==> config.mk <==
export PLATFORM = sky130hd
export DESIGN_NAME = rf_write_arb
export DESIGN_NICKNAME = d
export VERILOG_FILES = /design/src/rtl/rf_write_arb.sv
export SDC_FILE = /design/constraint.sdc
export NUM_CORES = 1
export LEC_CHECK = 0
export CAP_MARGIN = 20
export CORE_UTILIZATION = 34
export CTS_CLUSTER_SIZE = 24
export DETAILED_ROUTE_END_ITERATION = 7
export PLACE_DENSITY = 0.72
export RECOVER_POWER = 50
export SYNTH_ARGS = -nofsm -noshare
export SYNTH_HDL_FRONTEND = slang
export SYNTH_SLANG_ARGS = --single-unit
==> constraint.sdc <==
create_clock -name Clk -period 1.25 [get_ports Clk]
set_input_delay 0.25 -clock Clk [delete_from_list [all_inputs] [get_ports Clk]]
set_output_delay 0.25 -clock Clk [all_outputs]
set_load 0.02 [all_outputs]
==> src/rtl/rf_write_arb.sv <==
// rtl/rf_write_arb.sv - two-requester register-file write-port arbiter
//
// Purpose:
//   Arbitrates the single register-file write port between requester A
//   (ALU writeback) and requester B (load writeback). Grants are decided
//   combinationally in the request cycle; the granted write is registered
//   and presented to the register file in the following cycle.
//
// Configuration:
//   RF_ARB_FIXED_PRIO_EN - when defined, A always wins contention.
//                          When undefined, contention is round-robin.
//
// Ports:
//   Clk            in   1   clock, all state on rising edge
//   Reset          in   1   synchronous, active-high
//   ValidA/ValidB  in   1   requester holds a write
//   AddrA/AddrB    in   4   destination register
//   DataA/DataB    in  32   write data
//   ReadyA/ReadyB  out  1   write accepted this cycle
//   Hold           in   1   blocks all new grants
//   RF_we          out  1   register-file write enable
//   RF_wa          out  4   register-file write address
//   RF_wd          out 32   register-file write data
//   LastGnt        out  1   most recent grant (0=A, 1=B)

module rf_write_arb (
  input  logic        Clk,
  input  logic        Reset,
  input  logic        ValidA,
  input  logic [3:0]  AddrA,
  input  logic [31:0] DataA,
  output logic        ReadyA,
  input  logic        ValidB,
  input  logic [3:0]  AddrB,
  input  logic [31:0] DataB,
  output logic        ReadyB,
  input  logic        Hold,
  output logic        RF_we,
  output logic [3:0]  RF_wa,
  output logic [31:0] RF_wd,
  output logic        LastGnt
);

  logic        r_we;
  logic [3:0]  r_wa;
  logic [31:0] r_wd;
  logic        r_last;

  logic        w_block;
  logic        w_pick_b;
  logic        w_gnt_a;
  logic        w_gnt_b;

  // Reset also blocks grants so no write can be accepted and then lost.
  assign w_block = Hold | Reset;

`ifdef RF_ARB_FIXED_PRIO_EN
  // B only wins when A is idle.
  assign w_pick_b = ValidB & ~ValidA;
`else
  // B wins when alone, or on contention when A was granted last.
  assign w_pick_b = ValidB & (~ValidA | ~r_last);
`endif

  assign w_gnt_b = ~w_block & w_pick_b;
  assign w_gnt_a = ~w_block & ValidA & ~w_pick_b;

  assign ReadyA  = w_gnt_a;
  assign ReadyB  = w_gnt_b;

  always_ff @(posedge Clk) begin
    if (Reset) begin
      r_we   <= 1'b0;
      r_wa   <= 4'h0;
      r_wd   <= 32'h0;
      r_last <= 1'b1;
    end else begin
      r_we <= w_gnt_a | w_gnt_b;
      if (w_gnt_a) begin
        r_wa   <= AddrA;
        r_wd   <= DataA;
        r_last <= 1'b0;
      end else if (w_gnt_b) begin
        r_wa   <= AddrB;
        r_wd   <= DataB;
        r_last <= 1'b1;
      end
    end
  end

  assign RF_we   = r_we;
  assign RF_wa   = r_wa;
  assign RF_wd   = r_wd;
  assign LastGnt = r_last;

endmodule

Word-level counts from Yosys, hierarchy flattened. Index checks and enable logic that the tools add are counted.

Muxes and demuxes: 6. Bitwise gates (word level): 11. Reductions and logical operators: 1.

Operators with widths (number): 2-to-1 mux 32 bit (2); 2-to-1 mux 4 bit (2); bitwise AND 1 bit (4); NOT 1 bit (4); OR 1 bit (3); 2-to-1 mux 1 bit (2); nonzero test 2 bit (1).

Register bits after elaboration: 38. Bits of input ports: 77. Output and inout port bits: 40. Word-level logic and storage cells: 22.

Depth between registers and ports, before layout. Gate-level depths: netlist (run 1).

Depth in word-level cells: 6. Mapped depth: 5. Depth with buffers taken out: 4.

Least setup slack after synthesis (run 1). OpenSTA, ideal clock, no wires.

Kind: register -> output. Start: reg r_last (netlist: LastGnt). End: out ReadyA. Arrival time: 1.359 ns. Required time: 1.000 ns. Setup slack: -0.359 ns. Stages on the path, launching flop included: 5. Buffers on the path: 2. Path through: dfxtp_1 nor2b_1 buf_4 clkbuf_2 nor3_1.

Word-level cells in the longest chain between the ends: 5.

RTL lines: from (decl) (line 47) `logic r_last;`; from (signal assigned) (line 76) `r_last <= 1'b1;`; from (signal assigned) (line 82) `r_last <= 1'b0;`; from (signal assigned) (line 86) `r_last <= 1'b1;`; NOT 1 bit (line 62) `assign w_pick_b = ValidB & (~ValidA | ~r_last);`; OR 1 bit (line 62); bitwise AND 1 bit (line 62); NOT 1 bit (line 66) `assign w_gnt_a = ~w_block & ValidA & ~w_pick_b;`; bitwise AND 1 bit (line 66); to (decl) (line 32) `output logic ReadyA,`.

Every way passes these cells.

Worst setup path in the final report (run 1). Ends and elaborated chain as after synthesis.

==> results of run 1 <==
==> layer usage <==
layer / vias to the layer above / part of all wire / wire (um) / global-route usage
met5: - / 0 / 0 / 0
met1: 1146 / 0.40 / 3031 / 0.3040
met2: 108 / 0.51 / 3902 / 0.4296
met3: 9 / 0.079 / 605 / 0.04884
met4: 0 / 0.011 / 85 / 0.08333
li1: 1134 / - / - / -
==> power breakdown <==
part / switching (mW) / leakage (nW) / internal (mW) / total [mW]
sequential: 0.0636 / 0.316 / 1.32 / 1.39
combinational: 0.543 / 1.05 / 0.615 / 1.16
clock: 0.446 / 0.0575 / 0.558 / 1.00
==> synthesized netlist by cell type (2+ instances only) <==
cell type	number	share of area
a21oi_1	9	0.023
a22oi_1	27	0.10
a311oi_1	35	0.15
buf_2	11	0.028
buf_4	5	0.019
buf_6	4	0.023
clkbuf_1	7	0.013
dfxtp_1	38	0.38
nand2b_1	29	0.091
nand3_1	9	0.023
nor2_2	2	0.0063
o21ai_0	34	0.085
o21ai_1	2	0.0050
or2_1	2	0.0063
==> layout make-up <==
cell class,count,share of cell area
repair buffers,152,0.4109
multi-input cells,157,0.3354
flip-flops and latches,38,0.1990
clock buffers,8,0.02866
well taps,72,0.02345
inverters,2,0.002605
==> per-stage QoR <==
| stage | area [um2] | hold slack [ns] |
|---|---|---|
| floorplan | 2017 | 0.3879 |
| global placement | 3273 | 0.4808 |
| detailed placement | 3273 | 0.4857 |
| CTS | 3791 | 0.4963 |
| global route | 3842 | 0.5171 |
| finish | 3842 | 0.4950 |
==> sequential cells by signal, summed over array words and instances (netlist names) <==
register and cells:
RF_wd 32, RF_wa 4, LastGnt 1, RF_we 1
==> final timing paths <==
path | end | cells after the start | start
hold / removal | RF_wd[27] | 2 | RF_wd[27]
hold reg to reg | RF_wd[27] | 2 | RF_wd[27]
setup reg to reg | RF_wd[28] | 5 | LastGnt
setup / recovery | ReadyA | 4 | LastGnt
==> layout by cell type, fill, tap and decap left out, drive strengths merged <==
cell type | netlist | layout
buf | 20 | 36
a221o | 1 | 1
nor2 | 3 | 3
and3 | 1 | 1
nor2b | 1 | 1
clkbuf | 8 | 14
dlygate4sd2 | 0 | 9
a311oi | 36 | 36
inv | 2 | 2
nor3 | 1 | 1
clkdlybuf4s15 | 0 | 29
nand2b | 29 | 29
a21oi | 9 | 9
nand3 | 9 | 9
a22oi | 27 | 27
dfxtp | 38 | 38
o21ai | 36 | 36
or2 | 2 | 2
clkdlybuf4s50 | 0 | 72
nand2 | 2 | 2
==> worst max-delay path: stages, from the launching register on <==
cell	delay, ns
dfxtp_4	0.36
buf_6	0.12
nor2b_4	0.17
nor3_4	0.05
buf_6	0.13
==> cell families after synthesis <==
| group | after synthesis | share of synthesized area |
|---|---|---|
| buffers and inverters | 30 | 0.08851 |
| and+or+nand+nor | 48 | 0.1488 |
| DFF | 38 | 0.3817 |
| AOI/OAI and AO/OA | 109 | 0.3810 |
==> repair_timing <==
action,CTS,global route
setup endpoints to repair,78,70
pin swaps,26,24
setup buffers,7,9
hold buffers,0,0
gates resized for setup,109,44
cloned,4,2
==> metrics, run 1 <==
HP Class=reg2reg; run status=finished, violations left; Worst Skew=0.008125 ns; CTS H-tree depth=2; Leakage=1.423 nW; Initial Utilization=0.3576; wire length of the first global-routing pass=12.00 mm; Syn Area/Cell=a little under 9 um2; final core occ=0.6893; max-cap viol count=0; internal reg-to-reg setup slack=-0.11 ns; antenna-violating nets left=0; DP HPWL=4.464 mm; Antenna Cells=0; drc violations=0; syn_nets=302; Critical Path RT=1.00 ns; crit end category=primary output; Die Y=between 70 and 80 um; GRT Residual Overflow=0; Wirelength per Cell=17.77 um; Cell Area, Synth=1993 um2; core outline area=5574 um2; Yosys cell types=25; gpl congestion=0.7742; # port buffers=116; Post-synth ARST share=0; GRT Util Overall=0.2480; number of flops mapped to enable cells by yosys=0; fin nets=about 430; CP Class=reg2out; clock sink total=38; Worst slew margin=0.7081; total power per unit cell area=just over 900 nW/um2; CP arrival=around 1.1 ns; vias in the first global route=2423; crit start category=register; total power=3.548 mW; # rows=27; root buf cell=clkbuf_8; final WL=7.625 mm; placed insts=404; multi-input combinational cell area=1289 um2; fraction of layout cells with a size suffix above 1=0.2605; fraction of the yosys area taken by sequential cells=0.3817; Num CTS Buffers=5; Non-Filler Instances=around 430; final worst setup slack=-0.1150 ns; Slew Limit Fails=0; largest net degree at the start of global routing=37; register area=764.5 um2; Top FF cell, synth=dfxtp_1; final setup vio count=38; f_max=732.6 MHz; synthesized netlist cell count=225; clock latency on the worst-skew pair=0.29 ns; Reg clk slew, reported paths=0.07 ns; CP Max Fanout=4; pre-CTS WS=-0.7963 ns; DR vias=2397; DR pass1 iterations=4; Die Width=78.57 um; Hold Fails Final Rpt=0; unrepaired setup endpoints after global routing=yes; Via density=about 5.6; Ports=117; setup_tns=-2.395 ns; min cycle time layout=1.365 ns; failing checks=negative setup slack; fin crit share=1.092; Starting DRT DRC Count=99; Filler Cells Inserted=463; DIE AREA=between 6000 and 7000 um2; Bufs on Longest Clock Path=2; initial antenna violation count=0; TritonCTS clock tree=yes; Yosys reg bits=38; YS warnings=0; Max VDD drop=0.5235 mV; Slew @ Worst Pin=approximately 0.44 ns; area grow syn2layout=92.78%
Power figures use the tool's default switching activity.
==> run 2: changes to the inputs <==
--- a/config.mk
+++ b/config.mk
@@ -7,7 +7,6 @@
 export LEC_CHECK = 0
 export CAP_MARGIN = 20
 export CORE_UTILIZATION = 34
-export CTS_CLUSTER_SIZE = 24
 export DETAILED_ROUTE_END_ITERATION = 7
 export PLACE_DENSITY = 0.72
 export RECOVER_POWER = 50
==> results of run 2 <==
Final layout, timing and power as in run 1 (identical DEF).
